## config.mk

```make
export PLATFORM = sky130hd
export DESIGN_NAME = cell_link_packet_rx
export DESIGN_NICKNAME = d
export VERILOG_FILES = /design/src/rtl/cell_link_packet_rx.sv
export SDC_FILE = /design/constraint.sdc
export NUM_CORES = 1
export LEC_CHECK = 0
export ABC_AREA = 1
export BUFFER_PORTS_ARGS = -buffer_cell sky130_fd_sc_hd__buf_2
export CAP_MARGIN = 20
export CORE_ASPECT_RATIO = 0.9
export CORE_UTILIZATION = 46
export DETAILED_ROUTE_END_ITERATION = 8
export GPL_TIMING_DRIVEN = 0
export PLACE_DENSITY_LB_ADDON = 0.3
export SLEW_MARGIN = 20
export SYNTH_ARGS = -nofsm -noshare
export SYNTH_HDL_FRONTEND = slang
export SYNTH_SLANG_ARGS = --single-unit
```

## constraint.sdc

```tcl
create_clock -name i_auroraUserClk -period 2.5 [get_ports i_auroraUserClk]
set_input_delay 0 -clock i_auroraUserClk [delete_from_list [all_inputs] [get_ports i_auroraUserClk]]
set_output_delay 0 -clock i_auroraUserClk [all_outputs]
set_load 0.01 [all_outputs]
```

## src/rtl/cell_link_packet_rx.sv

```systemverilog
// Purpose : terminal receiver for the forwarded cell-link stream; validates packets, writes payloads to a per-cell buffer.
// Latency : buffer write strobe/address/data one cycle after the payload word is accepted.
// Backpres: none; the input stream is always accepted, and bad or unwanted packets are dropped up to their TLAST.
//
// Ports
//   i_auroraUserClk / i_auroraUserReset : sole clock, synchronous active-high reset
//   i_auroraFAstrobe                    : one-cycle pulse at the start of each FA interval
//   i_cellMask                          : cells expected in the current interval
//   i_rxTVALID / i_rxTLAST / i_rxTDATA  : input stream (header word, PAYLOAD_WORDS payload words)
//   o_bufWrEnable / o_bufWrAddr / o_bufWrData : payload buffer write port, addr = {cellIndex, wordIndex}
//   o_cellValid                         : live bitmap of cells received intact this interval
//   o_intervalComplete                  : one-cycle pulse when every masked cell has arrived
//   o_snapBitmap / o_snap*              : bitmap and event counters captured at the last FA strobe
module cell_link_packet_rx #(
    parameter int MAX_CELLS        = 32,
    parameter int CELL_INDEX_WIDTH = 5,
    parameter int PAYLOAD_WORDS    = 8,
    parameter int WORD_INDEX_WIDTH = 3
) (
    input  logic                                       i_auroraUserClk,
    input  logic                                       i_auroraUserReset,
    input  logic                                       i_auroraFAstrobe,
    input  logic [MAX_CELLS-1:0]                       i_cellMask,
    input  logic                                       i_rxTVALID,
    input  logic                                       i_rxTLAST,
    input  logic [31:0]                                i_rxTDATA,
    output logic                                       o_bufWrEnable,
    output logic [CELL_INDEX_WIDTH+WORD_INDEX_WIDTH-1:0] o_bufWrAddr,
    output logic [31:0]                                o_bufWrData,
    output logic [MAX_CELLS-1:0]                       o_cellValid,
    output logic                                       o_intervalComplete,
    output logic [MAX_CELLS-1:0]                       o_snapBitmap,
    output logic [7:0]                                 o_snapGood,
    output logic [7:0]                                 o_snapMagicErr,
    output logic [7:0]                                 o_snapDupErr,
    output logic [7:0]                                 o_snapLenErr,
    output logic [7:0]                                 o_snapFlagErr
);

    localparam logic [15:0] LP_MAGIC = 16'hA5BE;
    localparam logic [CELL_INDEX_WIDTH:0] LP_MAX_CELLS = (CELL_INDEX_WIDTH + 1)'(MAX_CELLS);
    localparam logic [WORD_INDEX_WIDTH-1:0] LP_LAST_WORD = WORD_INDEX_WIDTH'(PAYLOAD_WORDS - 1);
    localparam logic [MAX_CELLS-1:0] LP_ONE_HOT0 = {{(MAX_CELLS-1){1'b0}}, 1'b1};

    typedef enum logic [1:0] {
        ST_IDLE    = 2'd0,
        ST_PAYLOAD = 2'd1,
        ST_DISCARD = 2'd2
    } state_t;

    // ------------------------------------------------------------------
    // Registers
    // ------------------------------------------------------------------
    state_t                          r_state;
    logic [CELL_INDEX_WIDTH-1:0]     r_cellIndex;
    logic [WORD_INDEX_WIDTH-1:0]     r_wordIndex;
    // Set when a packet overran its payload length; the length error is
    // charged once the over-long packet's TLAST finally arrives.
    logic                            r_lenPend;

    logic                            r_bufWrEnable;
    logic [CELL_INDEX_WIDTH+WORD_INDEX_WIDTH-1:0] r_bufWrAddr;
    logic [31:0]                     r_bufWrData;

    logic [MAX_CELLS-1:0]            r_cellValid;
    logic                            r_intervalComplete;
    logic                            r_icArmed;

    logic [7:0]                      r_cntGood;
    logic [7:0]                      r_cntMagic;
    logic [7:0]                      r_cntDup;
    logic [7:0]                      r_cntLen;
    logic [7:0]                      r_cntFlag;

    logic [MAX_CELLS-1:0]            r_snapBitmap;
    logic [7:0]                      r_snapGood;
    logic [7:0]                      r_snapMagic;
    logic [7:0]                      r_snapDup;
    logic [7:0]                      r_snapLen;
    logic [7:0]                      r_snapFlag;

    // ------------------------------------------------------------------
    // Combinational decode
    // ------------------------------------------------------------------
    state_t                          w_stateNext;
    logic [CELL_INDEX_WIDTH-1:0]     w_cellIndexNext;
    logic [WORD_INDEX_WIDTH-1:0]     w_wordIndexNext;
    logic                            w_lenPendNext;
    logic                            w_wrEn;
    logic                            w_evGood;
    logic                            w_evMagic;
    logic                            w_evDup;
    logic                            w_evLen;
    logic                            w_evFlag;

    logic [CELL_INDEX_WIDTH-1:0]     w_hdrIndex;
    logic                            w_hdrMagicBad;
    logic                            w_hdrIdxBad;
    logic                            w_hdrDup;
    logic [MAX_CELLS-1:0]            w_setMask;
    logic                            w_maskMet;

    assign w_hdrIndex    = i_rxTDATA[10 +: CELL_INDEX_WIDTH];
    assign w_hdrMagicBad = (i_rxTDATA[31:16] != LP_MAGIC);
    assign w_hdrIdxBad   = ({1'b0, w_hdrIndex} >= LP_MAX_CELLS);
    // Range is checked first so the bitmap is never indexed out of bounds.
    assign w_hdrDup      = w_hdrIdxBad || r_cellValid[w_hdrIndex];
    assign w_setMask     = LP_ONE_HOT0 << r_cellIndex;
    assign w_maskMet     = (i_cellMask != '0) && ((r_cellValid & i_cellMask) == i_cellMask);

    always_comb begin
        w_stateNext     = r_state;
        w_cellIndexNext = r_cellIndex;
        w_wordIndexNext = r_wordIndex;
        w_lenPendNext   = r_lenPend;
        w_wrEn          = 1'b0;
        w_evGood        = 1'b0;
        w_evMagic       = 1'b0;
        w_evDup         = 1'b0;
        w_evLen         = 1'b0;
        w_evFlag        = 1'b0;

        case (r_state)
            ST_IDLE: begin
                if (i_rxTVALID) begin
                    if (i_rxTLAST) begin
                        // Header-only packet.
                        w_evLen = 1'b1;
                    end else if (w_hdrMagicBad) begin
                        w_evMagic     = 1'b1;
                        w_lenPendNext = 1'b0;
                        w_stateNext   = ST_DISCARD;
                    end else if (w_hdrDup) begin
                        w_evDup       = 1'b1;
                        w_lenPendNext = 1'b0;
                        w_stateNext   = ST_DISCARD;
                    end else begin
                        w_cellIndexNext = w_hdrIndex;
                        w_wordIndexNext = '0;
                        w_stateNext     = ST_PAYLOAD;
                    end
                end
            end

            ST_PAYLOAD: begin
                if (i_rxTVALID) begin
                    w_wrEn          = 1'b1;
                    w_wordIndexNext = r_wordIndex + 1'b1;
                    if (i_rxTLAST) begin
                        w_stateNext = ST_IDLE;
                        if (r_wordIndex == LP_LAST_WORD) begin
                            if (i_rxTDATA[31:30] == 2'b00) begin
                                w_evGood = 1'b1;
                            end else begin
                                w_evFlag = 1'b1;
                            end
                        end else begin
                            w_evLen = 1'b1;
                        end
                    end else if (r_wordIndex == LP_LAST_WORD) begin
                        // Packet is longer than the payload: stop writing,
                        // drain to TLAST and charge the error there.
                        w_lenPendNext = 1'b1;
                        w_stateNext   = ST_DISCARD;
                    end
                end
            end

            ST_DISCARD: begin
                if (i_rxTVALID && i_rxTLAST) begin
                    w_evLen       = r_lenPend;
                    w_lenPendNext = 1'b0;
                    w_stateNext   = ST_IDLE;
                end
            end

            default: begin
                w_lenPendNext = 1'b0;
                w_stateNext   = ST_IDLE;
            end
        endcase

        // An FA strobe splits whatever packet is in flight: the rest of it
        // is dropped silently (a header arriving with the strobe included).
        // Events raised in the strobe cycle are discarded in the register
        // block, so a final word here counts in neither interval, although
        // its buffer write still goes out.
        if (i_auroraFAstrobe) begin
            w_lenPendNext = 1'b0;
            if (w_stateNext == ST_PAYLOAD) begin
                w_stateNext = ST_DISCARD;
            end
        end
    end

    function automatic logic [7:0] sat_inc(input logic [7:0] v, input logic en);
        return (en && (v != 8'hFF)) ? v + 8'd1 : v;
    endfunction

    // ------------------------------------------------------------------
    // State, write port, bitmap, counters
    // ------------------------------------------------------------------
    always_ff @(posedge i_auroraUserClk) begin
        if (i_auroraUserReset) begin
            r_state            <= ST_IDLE;
            r_cellIndex        <= '0;
            r_wordIndex        <= '0;
            r_lenPend          <= 1'b0;
            r_bufWrEnable      <= 1'b0;
            r_bufWrAddr        <= '0;
            r_bufWrData        <= '0;
            r_cellValid        <= '0;
            r_intervalComplete <= 1'b0;
            r_icArmed          <= 1'b1;
            r_cntGood          <= '0;
            r_cntMagic         <= '0;
            r_cntDup           <= '0;
            r_cntLen           <= '0;
            r_cntFlag          <= '0;
            r_snapBitmap       <= '0;
            r_snapGood         <= '0;
            r_snapMagic        <= '0;
            r_snapDup          <= '0;
            r_snapLen          <= '0;
            r_snapFlag         <= '0;
        end else begin
            r_state     <= w_stateNext;
            r_cellIndex <= w_cellIndexNext;
            r_wordIndex <= w_wordIndexNext;
            r_lenPend   <= w_lenPendNext;

            r_bufWrEnable <= w_wrEn;
            if (w_wrEn) begin
                r_bufWrAddr <= {r_cellIndex, r_wordIndex};
                r_bufWrData <= i_rxTDATA;
            end

            if (i_auroraFAstrobe) begin
                // Snapshots take the values as they stood before this cycle.
                r_snapBitmap       <= r_cellValid;
                r_snapGood         <= r_cntGood;
                r_snapMagic        <= r_cntMagic;
                r_snapDup          <= r_cntDup;
                r_snapLen          <= r_cntLen;
                r_snapFlag         <= r_cntFlag;
                r_cellValid        <= '0;
                r_cntGood          <= '0;
                r_cntMagic         <= '0;
                r_cntDup           <= '0;
                r_cntLen           <= '0;
                r_cntFlag          <= '0;
                r_intervalComplete <= 1'b0;
                r_icArmed          <= 1'b1;
            end else begin
                r_cntGood  <= sat_inc(r_cntGood,  w_evGood);
                r_cntMagic <= sat_inc(r_cntMagic, w_evMagic);
                r_cntDup   <= sat_inc(r_cntDup,   w_evDup);
                r_cntLen   <= sat_inc(r_cntLen,   w_evLen);
                r_cntFlag  <= sat_inc(r_cntFlag,  w_evFlag);
                if (w_evGood) begin
                    r_cellValid <= r_cellValid | w_setMask;
                end
                // Evaluated on the registered bitmap, so the pulse lands the
                // cycle after the completing bit becomes visible.
                if (r_icArmed && w_maskMet) begin
                    r_intervalComplete <= 1'b1;
                    r_icArmed          <= 1'b0;
                end else begin
                    r_intervalComplete <= 1'b0;
                end
            end
        end
    end

    assign o_bufWrEnable      = r_bufWrEnable;
    assign o_bufWrAddr        = r_bufWrAddr;
    assign o_bufWrData        = r_bufWrData;
    assign o_cellValid        = r_cellValid;
    assign o_intervalComplete = r_intervalComplete;
    assign o_snapBitmap       = r_snapBitmap;
    assign o_snapGood         = r_snapGood;
    assign o_snapMagicErr     = r_snapMagic;
    assign o_snapDupErr       = r_snapDup;
    assign o_snapLenErr       = r_snapLen;
    assign o_snapFlagErr      = r_snapFlag;

endmodule

```

; ---- Word level (Yosys, flattened, before mapping)
; Cells that the tools add are included.
[word_totals]
reg_bits = 198
latch_bits = 0
mem_bits_rw = 0
romBits = 0
inputBits = 69
wordCells = 127
n_memories = 0
[op_classes]
n_addsub = 6
mul = 0
n_div = 0
order_cmp = 1
n_eq_ne = 20
n_shift = 1
mux = 57
bitwise = 5
reduce_logical = 16
[op_table]
columns = operator, count
row1 = "8-bit by 1-bit adder with 8-bit output, second input constant", 5
row2 = "8-bit != test, second input constant", 5
row3 = 1-bit two-way mux, 37
row4 = 32-bit AND, 1
row5 = 32-bit == test, 1
row6 = 32-bit OR, 1
row7 = 32-bit nonzero test, 1
row8 = "1-bit by 5-bit << shifter with 32-bit output, first input constant", 1
row9 = 2-bit two-way mux, 10
row10 = "16-bit != test, second input constant", 1
row11 = "2-bit != test, second input constant", 8
row12 = 3-bit two-way mux, 5
row13 = 1-bit logical AND, 8
row14 = 7-bit AND reduction, 1
row15 = "5-bit by 6-bit < comparator with 1-bit output, second input constant", 1
row16 = 1-bit case mux with 3 select lines, 2
row17 = 2-bit case mux with 3 select lines, 1
row18 = 3-bit case mux with 2 select lines, 1
row19 = 6-bit AND reduction, 1
row20 = 1-bit binary-select mux with 5-bit select, 1
row21 = 5-bit AND reduction, 1
row22 = "2-bit by 1-bit == test with 1-bit output, second input constant", 2
row23 = 2-bit zero test, 2
row24 = "3-bit by 1-bit adder with 3-bit output, second input constant", 1
row25 = other kinds (6), 8

; ---- Longest topological paths before layout
[logic_depth]
ltp_word = 10
mapped_depth = 15
mapped_depth_nobuf = 13

; ---- Worst setup path before layout
; OpenSTA, ideal clock, no wires.
[synth_path]
path_kind = register to register
start = reg r_wordIndex[0]
end = reg r_cntGood[7]
setup_ns = 0.117
arrival_ns = 1.606
required_ns = 2.383
setup_slack_ns = 0.777
path_stages_with_launch = 11
synth_period_minus_slack_ns = 1.723
path_cell_list = dfxtp_1 ha_1 ha_1 nand2_1 inv_1 nand4_1 or2_1 nor3_2 nand3_1 o21ai_0 nor2_1
[synth_via]
elab_chain_cells = 6
[synth_lines]
columns = element, line_no
row1 = start: declaration, 56  ; logic [WORD_INDEX_WIDTH-1:0] r_wordIndex;
row2 = start signal: assignment, 229  ; r_wordIndex <= w_wordIndexNext;
row3 = 3-bit == test, 151  ; if (r_wordIndex == LP_LAST_WORD) begin
row4 = 1-bit two-way mux, 151
row5 = 1-bit two-way mux, 149  ; if (i_rxTLAST) begin
row6 = 1-bit two-way mux, 146  ; if (i_rxTVALID) begin
row7 = 1-bit two-way mux, 123  ; case (r_state)
row8 = 1-bit logical AND, 197  ; return (en && (v != 8'hFF)) ? v + 8'd1 : v;
row9 = end signal: assignment, 255  ; r_cntGood <= sat_inc(r_cntGood, w_evGood);
row10 = end: declaration, 69  ; logic [7:0] r_cntGood;
; No other way between the ends.
; A chain may end at the register's enable or synchronous reset.

; ---- Final worst setup path
[layout_path]
start = reg r_wordIndex[1]
end = reg r_cntGood[7]
; The elaborated chain is that of the path after synthesis.

==> impl_metrics.json <==
{
  "dpl_worst_slack_ns": 0.352,
  "buffers_on_ports": 211,
  "grt_util_all_layers_pct": 29.2,
  "via_count": 8538,
  "core_region_area_sq_um": 17200,
  "yosysWarningCount": 0,
  "grt_pass1_wl_mm": 41.0,
  "worst_clock_skew_ns": 0.0116,
  "rsz0062_at_grt": "no",
  "ir_worst_vdd_uv": 446,
  "drive_gt1_share_pct": 19.9,
  "num_rows": 45,
  "static-leakage-power_nw": 4.38,
  "first_global_vias": 7775,
  "finalPower_mw": 6.53,
  "clock_sinks": 198,
  "finalHoldWorstSlack_ns": 0.00710,
  "max_freq_mhz": 453,
  "timing.max_cap.violations": 0,
  "final-setup-viol-count": 0,
  "clk_transition_reported_paths_ns": 0.08,
  "drt_first_pass_iters": 5,
  "worst-endpoint-required_ns": 2.83,
  "mappedNetlistNets": 1176,
  "hold_class": "input port to register",
  "criticalPathCategory": "register to register",
  "dieArea_sq_um": 18400,
  "setup_ws_ns": 0.294,
  "post_synthesis_cells": 1100,
  "proportion_of_synthesized_chip_area_in_sequential_cells_pct": 48.4,
  "weighted_congestion_reported_at_the_end_of_routability_driven_placement": 0.956,
  "critPathArrivalTime_ns": 2.54,
  "cts.path.max_buffers": 2,
  "post_synth_main_area_contributors": "sky130_fd_sc_hd__dfxtp_1 (48%), sky130_fd_sc_hd__a21oi_1 (10%), sky130_fd_sc_hd__nand2_1 (9.2%)",
  "drc_errors": 0,
  "period_share_pct": 88.3,
  "place_inst": 1546,
  "finalHoldViolations": 0,
  "initialDrtViolationCount": 796,
  "synth_edf_count": 0,
  "postSynthAreaPerCell_sq_um": 7.45,
  "slew_violations": 0,
  "clock_latency_ns": 0.44,
  "max_slew.worst_pin.slew_ns": 0.754,
  "synth_largest_area_cell": "sky130_fd_sc_hd__dfxtp_1",
  "synth_top_area_share_pct": 48.4,
  "postRouteWirelength_mm": 26.6,
  "clock_tree.htree_level_count": 4,
  "congestion_overflow_gr": 0,
  "async_flop_share_pct": 0,
  "cp_max_fo": 4,
  "die_width_um": 143,
  "grt_start_max_net_pins": 19,
  "antenna_found_initial": 0,
  "route.antenna.remaining_nets": 0,
  "critical_path.endpoint_type": "register",
  "route.detailed.vias_per_inst": 5.30,
  "run_status": "finished, final reports clean",
  "cts_post_setup_buffers_inserted": 0,
  "initial_core_util_pct": 47.7,
  "critical_path.startpoint_type": "register",
  "route.detailed.wl_per_inst_um": 16.5,
  "layout_nets": 1437,
  "synth_ff_type": "sky130_fd_sc_hd__dfxtp_1",
  "num_io_pins": 215,
  "die-height_um": 129,
  "cts-buffers-inserted": 17,
  "syn_to_final_growth_pct": 27.5,
  "tritoncts_clock_tree": "done",
  "timing.final.crit_period_ns": 2.21,
  "synth_cell_types": 38,
  "placed_area_sq_um": 9540,
  "power_density_nw_per_um2": 625,
  "mappedNetlistArea_sq_um": 8190,
  "relSlewSlack_pct": 49.7,
  "final_cells": 1610,
  "setup-tns-final_ns": 0,
  "hpwlAfterDp_mm": 19.9,
  "yosys_register_bits": 198,
  "final_core_util_pct": 60.8,
  "cts_root_buf": "sky130_fd_sc_hd__clkbuf_16",
  "layout.cell_area.non_filler_sq_um": 10400
}
## synthesized netlist by cell type, types with 2 or more instances
library cell	number
sky130_fd_sc_hd__nand2_1	200
sky130_fd_sc_hd__dfxtp_1	198
sky130_fd_sc_hd__a21oi_1	166
sky130_fd_sc_hd__inv_1	110
sky130_fd_sc_hd__o21ai_0	102
sky130_fd_sc_hd__nand3_1	91
sky130_fd_sc_hd__nor2_1	84
sky130_fd_sc_hd__clkbuf_1	42
sky130_fd_sc_hd__nand4_1	18
sky130_fd_sc_hd__nor4_1	13
sky130_fd_sc_hd__nor3_1	10
sky130_fd_sc_hd__a221oi_1	7
sky130_fd_sc_hd__ha_1	7
sky130_fd_sc_hd__buf_1	6
sky130_fd_sc_hd__buf_2	6
sky130_fd_sc_hd__buf_6	4
sky130_fd_sc_hd__nor2_2	4
sky130_fd_sc_hd__a211oi_1	3
sky130_fd_sc_hd__nand3_2	3
sky130_fd_sc_hd__nor3_2	3
sky130_fd_sc_hd__a22o_1	2
sky130_fd_sc_hd__nand4_2	2
sky130_fd_sc_hd__nor3b_1	2
sky130_fd_sc_hd__o21a_1	2
sky130_fd_sc_hd__o21ai_1	2
## repair_timing
item                      in CTS  in global routing
hold endpoints to repair      37                  0
gates resized for setup        0                  0
hold buffers                  31                  0
## area by class of cell
class / instances / area, sq um
timing repair buffer: 242 / 1370
multi-input combinational: 730 / 3540
inverter: 113 / 432
buffer: 59 / 263
clock inverter: 13 / 134
tap: 235 / 294
sequential: 198 / 3960
fill: 1541 / 6730
antenna: 1 / 2.50
clock buffer: 19 / 453
## kinds of logic (layout without fill, tap and decap cells)
group | after synthesis | in the layout | synth area share, %
compound gates | 286 | 286 | 18.3
buf+inv | 172 | 446 | 8.47
flops | 198 | 198 | 48.4
other cells | 0 | 1 | 0
fa+ha+maj | 7 | 7 | 1.07
simple gates | 437 | 437 | 23.8
## where the power goes
part	total [mW]	internal, mW	switching [mW]	leakage [nW]
Sequential	3.25	3.21	0.0355	1.61
Clock	2.77	1.46	1.31	0.279
Combinational	0.507	0.192	0.315	2.49
## critical path, cell delays in order (launching register included)
cell and delay (ns):
sky130_fd_sc_hd__dfxtp_1 0.37, sky130_fd_sc_hd__ha_1 0.17, sky130_fd_sc_hd__ha_1 0.17, sky130_fd_sc_hd__nand2_1 0.08
sky130_fd_sc_hd__inv_1 0.12, sky130_fd_sc_hd__nand4_1 0.22, sky130_fd_sc_hd__or2_1 0.34, sky130_fd_sc_hd__nor3_2 0.22
sky130_fd_sc_hd__nand3_1 0.17, sky130_fd_sc_hd__o21ai_0 0.19, sky130_fd_sc_hd__nor2_1 0.06
## state kept, by name, summed over array words and instances (netlist names), 5 cells and up
name / flops
o_bufWrData: 32
o_cellValid: 32
o_snapBitmap: 32
o_bufWrAddr: 8
o_snapDupErr: 8
o_snapFlagErr: 8
o_snapGood: 8
o_snapLenErr: 8
o_snapMagicErr: 8
r_cntDup: 8
r_cntFlag: 8
r_cntGood: 8
r_cntLen: 8
r_cntMagic: 8
r_cellIndex: 5
## cells in the final DEF, fill, tap and decap left out, types with 3 or more instances in the layout
master                          netlist  routed
sky130_fd_sc_hd__nor4_1              13      13
sky130_fd_sc_hd__a211oi_1             3       3
sky130_fd_sc_hd__clkbuf_16            0      17
sky130_fd_sc_hd__clkbuf_1            42      42
sky130_fd_sc_hd__dlygate4sd3_1        0      31
sky130_fd_sc_hd__nand3_1             91      91
sky130_fd_sc_hd__dfxtp_1            198     198
sky130_fd_sc_hd__nand4_1             18      18
sky130_fd_sc_hd__a21oi_1            166     166
sky130_fd_sc_hd__nor3_1              10      10
sky130_fd_sc_hd__buf_6                4       4
sky130_fd_sc_hd__buf_2                6     217
sky130_fd_sc_hd__a221oi_1             7       7
sky130_fd_sc_hd__inv_8                1       4
sky130_fd_sc_hd__ha_1                 7       7
sky130_fd_sc_hd__nor2_2               4       4
sky130_fd_sc_hd__nand3_2              3       3
sky130_fd_sc_hd__buf_1                6       6
sky130_fd_sc_hd__nor2_1              84      84
sky130_fd_sc_hd__o21ai_0            102     102
sky130_fd_sc_hd__inv_1              110     110
sky130_fd_sc_hd__clkinvlp_4           0       4
sky130_fd_sc_hd__inv_6                0       4
sky130_fd_sc_hd__nor3_2               3       3
sky130_fd_sc_hd__nand2_1            200     200
## metal layers
layer / global-route usage [%] / up-vias / wire (um)
met2: 47.7 / 321 / 12200
li1: - / 4191 / -
met3: 4.91 / 35 / 1820
met1: 39.7 / 3991 / 12200
met4: 8.60 / 0 / 445
met5: 0 / - / 0
## final timing paths
kind                                       start                 end  slack, ns  cells past startpoint
worst max-delay path              r_wordIndex[1]        r_cntGood[7]       0.29                     10
worst min-delay path            i_auroraFAstrobe     o_snapBitmap[4]      0.007                      3
worst max register to register    r_wordIndex[1]        r_cntGood[7]       0.29                     10
worst min register to register         r_icArmed  o_intervalComplete       0.45                      2
No activity file was read; power rests on OpenSTA's default activity.
